`src/rtl/vec_assembler.sv`:
```
`default_nettype none
// ============================================================================
// Module   : vec_assembler
// Purpose  : Collects SUB_VECTOR_NO bus-wide beats into one VECTOR_WIDTH
//            fingerprint, pairs it with the popcount delivered on the final
//            beat and emits {vector, count, last} through a 2-entry
//            valid/ready output FIFO.
// Options  : VEC_ASM_PROTO_CHECK_EN - builds the sticky framing checker that
//            drives dn_ProtoErr; otherwise dn_ProtoErr is tied low.
// Revision : 1.0 - initial release
// ============================================================================
module vec_assembler #(
    parameter int VECTOR_WIDTH  = 920,
    parameter int BUS_WIDTH     = 128,
    parameter int SUB_VECTOR_NO = (VECTOR_WIDTH + BUS_WIDTH - 1) / BUS_WIDTH,
    parameter int CNT_WIDTH     = $clog2(VECTOR_WIDTH)
) (
    input  logic                    clk,
    input  logic                    rst,
    input  logic [BUS_WIDTH-1:0]    up_SubVector,
    input  logic                    up_Valid,
    input  logic [CNT_WIDTH-1:0]    up_Cnt,
    input  logic                    up_CntNew,
    input  logic                    up_Last,
    output logic                    up_Ready,
    output logic [VECTOR_WIDTH-1:0] dn_Vector,
    output logic [CNT_WIDTH-1:0]    dn_Cnt,
    output logic                    dn_Last,
    output logic                    dn_Valid,
    input  logic                    dn_Ready,
    output logic                    dn_ProtoErr
);

    // Counter needs at least one bit even for a single-beat vector.
    localparam int c_WC_WIDTH    = (SUB_VECTOR_NO > 1) ? $clog2(SUB_VECTOR_NO) : 1;
    // Only the non-final beats are stored; the final beat is taken straight off the bus.
    localparam int c_ASM_WIDTH   = (SUB_VECTOR_NO - 1) * BUS_WIDTH;
    localparam int c_TAIL_WIDTH  = VECTOR_WIDTH - c_ASM_WIDTH;
    localparam int c_ENTRY_WIDTH = VECTOR_WIDTH + CNT_WIDTH + 1;
    localparam logic [c_WC_WIDTH-1:0] c_LAST_WORD = c_WC_WIDTH'(SUB_VECTOR_NO - 1);

    typedef enum logic [1:0] {
        OCC_EMPTY = 2'd0,
        OCC_ONE   = 2'd1,
        OCC_FULL  = 2'd2
    } occ_e;

    occ_e                     occ_q, occ_d;
    logic [c_WC_WIDTH-1:0]    word_cntr_q, word_cntr_d;
    logic [c_ASM_WIDTH-1:0]   asm_q, asm_d;
    logic [c_ENTRY_WIDTH-1:0] head_q, head_d;
    logic [c_ENTRY_WIDTH-1:0] tail_q, tail_d;

    logic                     w_up_ready;
    logic                     w_beat_acc;
    logic                     w_final;
    logic                     w_push;
    logic                     w_pop;
    logic [c_ENTRY_WIDTH-1:0] w_new_entry;

    // Handshake decode; a pop frees a slot in the same cycle, hence dn_Ready feeds up_Ready.
    always_comb begin
        w_up_ready  = rst || (occ_q != OCC_FULL) || dn_Ready;
        w_beat_acc  = up_Valid && w_up_ready;
        w_final     = (word_cntr_q == c_LAST_WORD);
        w_push      = w_beat_acc && w_final;
        w_pop       = (occ_q != OCC_EMPTY) && dn_Ready;
        // Bits of the final beat above VECTOR_WIDTH are dropped here.
        w_new_entry = {up_SubVector[c_TAIL_WIDTH-1:0], asm_q, up_Cnt, up_Last};
    end

    // Beat position within the vector; wraps after the final beat.
    always_comb begin
        word_cntr_d = word_cntr_q;
        if (w_beat_acc) begin
            word_cntr_d = w_final ? '0 : word_cntr_q + c_WC_WIDTH'(1);
        end
    end

    // Store each non-final beat in its slot; every vector rewrites all slots.
    always_comb begin
        asm_d = asm_q;
        for (int k = 0; k < SUB_VECTOR_NO - 1; k++) begin
            if (w_beat_acc && (word_cntr_q == c_WC_WIDTH'(k))) begin
                asm_d[k*BUS_WIDTH +: BUS_WIDTH] = up_SubVector;
            end
        end
    end

    // Two-slot FIFO: head is always the output entry, tail holds the second one.
    always_comb begin
        occ_d  = occ_q;
        head_d = head_q;
        tail_d = tail_q;
        case (occ_q)
            OCC_EMPTY: begin
                if (w_push) begin
                    head_d = w_new_entry;
                    occ_d  = OCC_ONE;
                end
            end
            OCC_ONE: begin
                case ({w_push, w_pop})
                    2'b11: head_d = w_new_entry;
                    2'b10: begin
                        tail_d = w_new_entry;
                        occ_d  = OCC_FULL;
                    end
                    2'b01: occ_d = OCC_EMPTY;
                    default: ;
                endcase
            end
            OCC_FULL: begin
                if (w_pop) begin
                    head_d = tail_q;
                    if (w_push) begin
                        tail_d = w_new_entry;
                    end else begin
                        occ_d = OCC_ONE;
                    end
                end
            end
            default: occ_d = OCC_EMPTY;
        endcase
    end

    // Control and FIFO state registers.
    always_ff @(posedge clk) begin
        if (rst) begin
            occ_q       <= OCC_EMPTY;
            word_cntr_q <= '0;
            head_q      <= '0;
            tail_q      <= '0;
        end else begin
            occ_q       <= occ_d;
            word_cntr_q <= word_cntr_d;
            head_q      <= head_d;
            tail_q      <= tail_d;
        end
    end

    // Assembly register carries no reset: stale beats are always overwritten.
    always_ff @(posedge clk) begin
        asm_q <= asm_d;
    end

    assign up_Ready                     = w_up_ready;
    assign dn_Valid                     = (occ_q != OCC_EMPTY);
    assign {dn_Vector, dn_Cnt, dn_Last} = head_q;

`ifdef VEC_ASM_PROTO_CHECK_EN
    logic proto_err_q, proto_err_d;

    // Flag a CntNew marker that disagrees with the counter, or Last on a non-final beat.
    always_comb begin
        proto_err_d = proto_err_q;
        if (w_beat_acc && ((up_CntNew != w_final) || (up_Last && !w_final))) begin
            proto_err_d = 1'b1;
        end
    end

    // Sticky error flag, cleared only by reset.
    always_ff @(posedge clk) begin
        if (rst) begin
            proto_err_q <= 1'b0;
        end else begin
            proto_err_q <= proto_err_d;
        end
    end

    assign dn_ProtoErr = proto_err_q;
`else
    // Framing comes from the word counter alone, so the marker is not needed here.
    logic w_unused_cnt_new;
    assign w_unused_cnt_new = up_CntNew;
    assign dn_ProtoErr      = 1'b0;
`endif

endmodule
`default_nettype wire

```
`config.mk`:
```
export PLATFORM = sky130hd
export DESIGN_NAME = vec_assembler
export DESIGN_NICKNAME = d
export VERILOG_FILES = /design/src/rtl/vec_assembler.sv
export SDC_FILE = /design/constraint.sdc
export NUM_CORES = 2
export LEC_CHECK = 0
export BUFFER_PORTS_ARGS = -buffer_cell sky130_fd_sc_hd__buf_4
export CAP_MARGIN = 20
export CORE_ASPECT_RATIO = 0.9
export CORE_UTILIZATION = 45
export CTS_CLUSTER_SIZE = 12
export DETAILED_ROUTE_END_ITERATION = 10
export PLACE_DENSITY = 0.74
export SETUP_SLACK_MARGIN = 0.1
export SYNTH_ARGS = -nofsm -noshare
export SYNTH_HDL_FRONTEND = slang
export SYNTH_SLANG_ARGS = --single-unit
```
`constraint.sdc`:
```
create_clock -name clk -period 8.2 [get_ports clk]
set_input_delay 0.41 -clock clk [delete_from_list [all_inputs] [get_ports clk]]
set_output_delay 0.41 -clock clk [all_outputs]
set_load 0.02 [all_outputs]
```
* Word level (Yosys, flattened, before mapping)
Index checks and enable logic that the tools add are counted. Widths: inputs -> output; s select.
Cells by class: add/subtract/negate cells 1, equality and inequality tests 20, multiplexer cells 13, reductions and logical operators 20
Operator list (number):
- $mux 931 | 5
- $pmux 931 s3 | 1
- $pmux 931 s2 | 1
- $eq 3x3->1 const B | 4
- $ne 2x2->1 const B | 6
- $reduce_and 4->1 | 3
- $logic_and 1x1->1 | 10
- $eq 2x2->1 const B | 3
- $eq 3x2->1 const B | 2
- $mux 2 | 3
- $pmux 2 s3 | 1
- $eq 2x1->1 const B | 2
- $pmux 2 s2 | 1
- $reduce_bool 2->1 | 2
- $add 3x1->3 const B | 1
- $eq 3x1->1 const B | 1
- $logic_not 3->1 | 1
- $mux 3 | 1
- $ne 3x2->1 const B | 1
- $reduce_bool 3->1 | 1
- $logic_not 2->1 | 1
- $logic_or 1x1->1 | 2
- $ne 2x1->1 const B | 1
Storage, ports and cells: flip-flop bits (word level) 2763, input bits 144, output and inout bits 934, word-level logic and storage cells 65

* Depth between registers and ports, before layout
depth after elaboration 8, gate-level depth with buffers 10, mapped depth without buffers 5

* Worst setup path after synthesis
Ideal clock, no wire load.
path type input to register, start point input rst, end point register asm_q[512] (enable), setup time 503 ps, data arrival time 3907 ps, path slack 3790 ps, stages 4, path buffers 1, path through buf_2 nor4b_1 nor2_1 and3_1
Between the ends: cells in the longest elaborated chain, start to end 4
Ends and longest elaborated chain:
- start, declared | RTL line 19 | input logic rst,
- $logic_or 1x1->1 (2 in series) | RTL line 63 | w_up_ready = rst || (occ_q != OCC_FULL) || dn_Ready;
- $logic_and 1x1->1 | RTL line 64 | w_beat_acc = up_Valid && w_up_ready;
- $logic_and 1x1->1 | RTL line 84 | if (w_beat_acc && (word_cntr_q == c_WC_WIDTH'(k))) begin
- end signal, assigned | RTL line 144 | asm_q <= asm_d;
- end, declared | RTL line 50 | logic [c_ASM_WIDTH-1:0] asm_q, asm_d;
Every way passes these cells. A chain may end at the register's enable or synchronous reset.

* Final worst setup path
start point register occ_q[0], end point register head_q[332]
Between the ends: cells in the longest elaborated chain, start to end 8
Ends and longest elaborated chain:
- start, declared | RTL line 48 | occ_e occ_q, occ_d;
- start signal, assigned | RTL line 130 | occ_q <= OCC_EMPTY;
- start signal, assigned | RTL line 135 | occ_q <= occ_d;
- $ne 2x2->1 | RTL line 63
- $logic_or 1x1->1 (2 in series) | RTL line 63
- $logic_and 1x1->1 | RTL line 64
- $logic_and 1x1->1 | RTL line 66 | w_push = w_beat_acc && w_final;
- $eq 2x2->1 | RTL line 103 | case ({w_push, w_pop})
- $ne 2x1->1 (no line)
- $reduce_and 4->1 (no line)
- end signal, assigned | RTL line 132 | head_q <= '0;
- end signal, assigned | RTL line 137 | head_q <= head_d;
- end, declared | RTL line 51 | logic [c_ENTRY_WIDTH-1:0] head_q, head_d;
Parallel ways exist; a longest one is shown, timed or not.

==> results by group <==
Floorplan
  – Die area: roughly 250000 um^2
  – Ports: 1078
  – Initial core utilization: 45.3%
  – Die Width: around 530 um
  – Die extent in y: 478 um
  – # rows: approximately 170
  – Core footprint: 250000 um^2

Power
  – Lkg Pwr: roughly 45 nW
  – PD cells: around 210 nW/um^2
  – Max rail drop VDD: roughly 0.00018 V

Drt
  – Avg WL per Cell: approximately 24 um
  – Remaining antenna violation count: 0
  – Post-route DRC: 0
  – Routed WL: about 350000 um
  – Vias: approximately 86000
  – Via/cell ratio: approximately 5.9
  – Initial drt markers: about 8500
  – Drt pass-1 iters: 9

Clocking
  – CTS tree: yes
  – Worst-Skew Late Latency: around 820 ps
  – Clk sink count: 2763
  – Max Buffers Root-to-Sink: 4
  – Resize count post-CTS: 0
  – Num CTS Buffers: just under 300
  – H-Tree Depth: 5
  – CTS Root Cell: clkbuf_16
  – Clock transition at the registers of the reported paths: approximately 60 ps

Logic synthesis
  – Mapped cell area: between 100000 and 150000 um^2
  – Register area share after synthesis: roughly 57%
  – Yosys reg bits: roughly 2800
  – Number of synthesized flops with an enable pin: 896
  – Avg Inst Size Synth: approximately 11 um^2
  – Synth Instances: 10400
  – Cell taking the most area after synthesis: dfxtp_1
  – Top_reg_cell synth: dfxtp_1
  – Synth top area share: 33.0%
  – Post-synth net total: 10500
  – Synth top area cells: dfxtp_1 (33%), edfxtp_1 (24%), nand2b_1 (10%)
  – Async S/R FF share, synth: 0%
  – Post-synth cell types: 32
  – Ys Warns: 0

Setup path
  – Critical Path Fanout Max: between 150 and 200
  – Worst setup SP type: flip-flop
  – WP data arrival: roughly 5000 ps
  – Worst Setup End Kind: flip-flop
  – Critical Path RT: 8940 ps
  – Setup CP Type: reg2reg

Layout
  – Share of cells above drive strength 1: between 10% and 20%
  – Cell area after layout: approximately 130000 um^2
  – Final Instance Count excl. Fillers: roughly 15000
  – Nets: roughly 11000
  – Fill cell count: around 21000
  – Area Overhead vs Synth: 16.8%

Timing
  – Final Hold Viols: 0
  – FMAX: 0.227 GHz
  – Fin. max-slew vios: 0
  – Setup_tns: 0 ps
  – RSZ-0062 raised after global routing: false
  – Final worst-path cycle share: a little over half
  – Measured slew at the worst slew-check pin: 1410 ps
  – Finish-stage setup viols: 0
  – Relative slew margins: 6.01%
  – Setup ws final: 3790 ps
  – Post-layout min period: 4410 ps
  – Clock Skew: just over 40 ps

Placement
  – Dpl ws: roughly 3900 ps
  – Cells after DPL: about 14000
  – Hpwl dp: roughly 200000 um
  – Port Buffers: between 1000 and 1500
  – GP Congestion: about 0.84
  – Placed cell area: between 100000 and 150000 um^2

Outcome
  – Status: complete, no violations

Job
  – Max_cap viols: 0

Hold path
  – Hold Crit Class: in2reg

Global routing
  – Vias in the first global route: between 80000 and 90000
  – GRT overflow: 0
  – Pin count of the biggest net entering global routing: ~300
  – Initial antenna violation count: 11
  – GRT Overall Usage: a little over a quarter
  – First-pass GRT wire length: between 500000 and 600000 um
where the power goes:
part / internal [mW] / leakage [nW] / total, mW / switching, mW
clock network: 7.26 / 4.35 / 12.7 / 5.44
registers: 14.3 / 23.2 / 14.3 / 0.0640
logic: 0.341 / 17.7 / 0.915 / 0.574
flip-flops by register name, summed over array words and instances, names as in the netlist:
| signal | count |
|---|---|
| head_q | 931 |
| tail_q | 931 |
| asm_q | 896 |
| word_cntr_q | 3 |
| occ_q | 2 |
routing by layer:
metal  vias up  global-route usage, %  share of wire [%]
met5         -                      0             0.0037
met4         2                   12.9                5.0
met2      3731                   40.6                 45
met3       796                   7.80                 10
li1      38300                      -                  -
met1     43200                   34.5                 40
synth_stat cells (2+ instances only):
cell type,count
dfxtp_1,1867
nand2b_1,1864
nand2_1,1863
a211oi_1,932
mux2i_1,932
edfxtp_1,896
a311oi_1,865
clkbuf_1,775
buf_6,131
buf_2,125
a311oi_2,66
and3_1,7
ha_1,6
buf_4,5
inv_1,5
a21oi_1,4
buf_1,4
and3b_1,2
nor2_1,2
nor2b_1,2
o21ai_0,2
or2_2,2
cell type report:
cell class / instances / area (um^2) / area share (%)
flip-flops and latches: 2763 / 64300 / 48.6
multi-input cells: 6559 / 43900 / 33.2
repair buffers: 1328 / 10800 / 8.18
clock buffers: 486 / 8600 / 6.50
well taps: 3344 / 4180 / 3.16
clock inverters: 38 / 372 / 0.281
diodes: 14 / 35.0 / 0.0265
inverters: 5 / 18.8 / 0.0142
worst max-delay path: stages, from the launching register on:
cell,delay [ps]
dfxtp_1,420
and3b_4,930
buf_4,770
buf_4,830
buf_12,610
a211oi_1,150
a311oi_2,290
worst paths after layout:
path	startpoint	end	slack, ps	depth (start not counted)
max	occ_q[0]	head_q[332]	3790	6
min	rst	head_q[413]	230	2
max reg2reg	occ_q[0]	head_q[332]	3790	6
min reg2reg	tail_q[299]	head_q[299]	460	2
cells by family (layout without fill, tap and decap cells):
| logic type | Yosys count | after routing | synth area share, % |
|---|---|---|---|
| adders and majority gates | 6 | 6 | 0.0663 |
| AOI/OAI and AO/OA | 1874 | 1874 | 13.8 |
| muxes | 932 | 932 | 8.24 |
| other | 1 | 15 | 0.00331 |
| buffers and inverters | 1045 | 1857 | 4.49 |
| and+or+nand+nor | 3746 | 3746 | 16.6 |
| DFF | 2763 | 2763 | 56.8 |
cells in the final DEF (no fill, tap or decap), types with 2 or more instances in the layout:
cell / synthesis / routed
buf_12: 0 / 36
inv_16: 0 / 2
ha_1: 6 / 6
clkinv_1: 0 / 5
o21ai_0: 2 / 2
clkbuf_16: 0 / 301
a311oi_1: 865 / 865
buf_16: 0 / 2
a21oi_1: 4 / 4
clkbuf_8: 0 / 37
nand2b_4: 0 / 2
a211oi_1: 932 / 932
mux2i_1: 932 / 932
nand2b_1: 1864 / 1862
clkinv_8: 0 / 3
a311oi_2: 66 / 66
clkbuf_1: 775 / 148
or2_2: 2 / 2
dlygate4sd3_1: 0 / 141
bufinv_16: 0 / 3
edfxtp_1: 896 / 896
inv_1: 5 / 5
and3_4: 0 / 7
nor2_1: 2 / 2
buf_4: 5 / 1149
dfxtp_1: 1867 / 1867
inv_6: 0 / 10
diode_2: 0 / 14
nand2_1: 1863 / 1863
clkinv_4: 0 / 3
clkinv_2: 0 / 12
and3b_4: 0 / 2
through the flow:
stage	util (%)	hold slack (ps)	total power, mW
2_1_floorplan	-	449	15.1
3_3_place_gp	48.7	458	15.4
3_5_place_dp	48.7	461	15.5
4_1_cts	52.9	87.5	28.1
5_1_grt	52.9	176	28.7
6_report	52.9	233	27.9
timing repair:
action / in CTS / in global routing
hold endpoints to repair: 971 / 0
setup buffers: 0 / 0
hold buffers: 141 / 0
(Power assumes the default switching activity.)
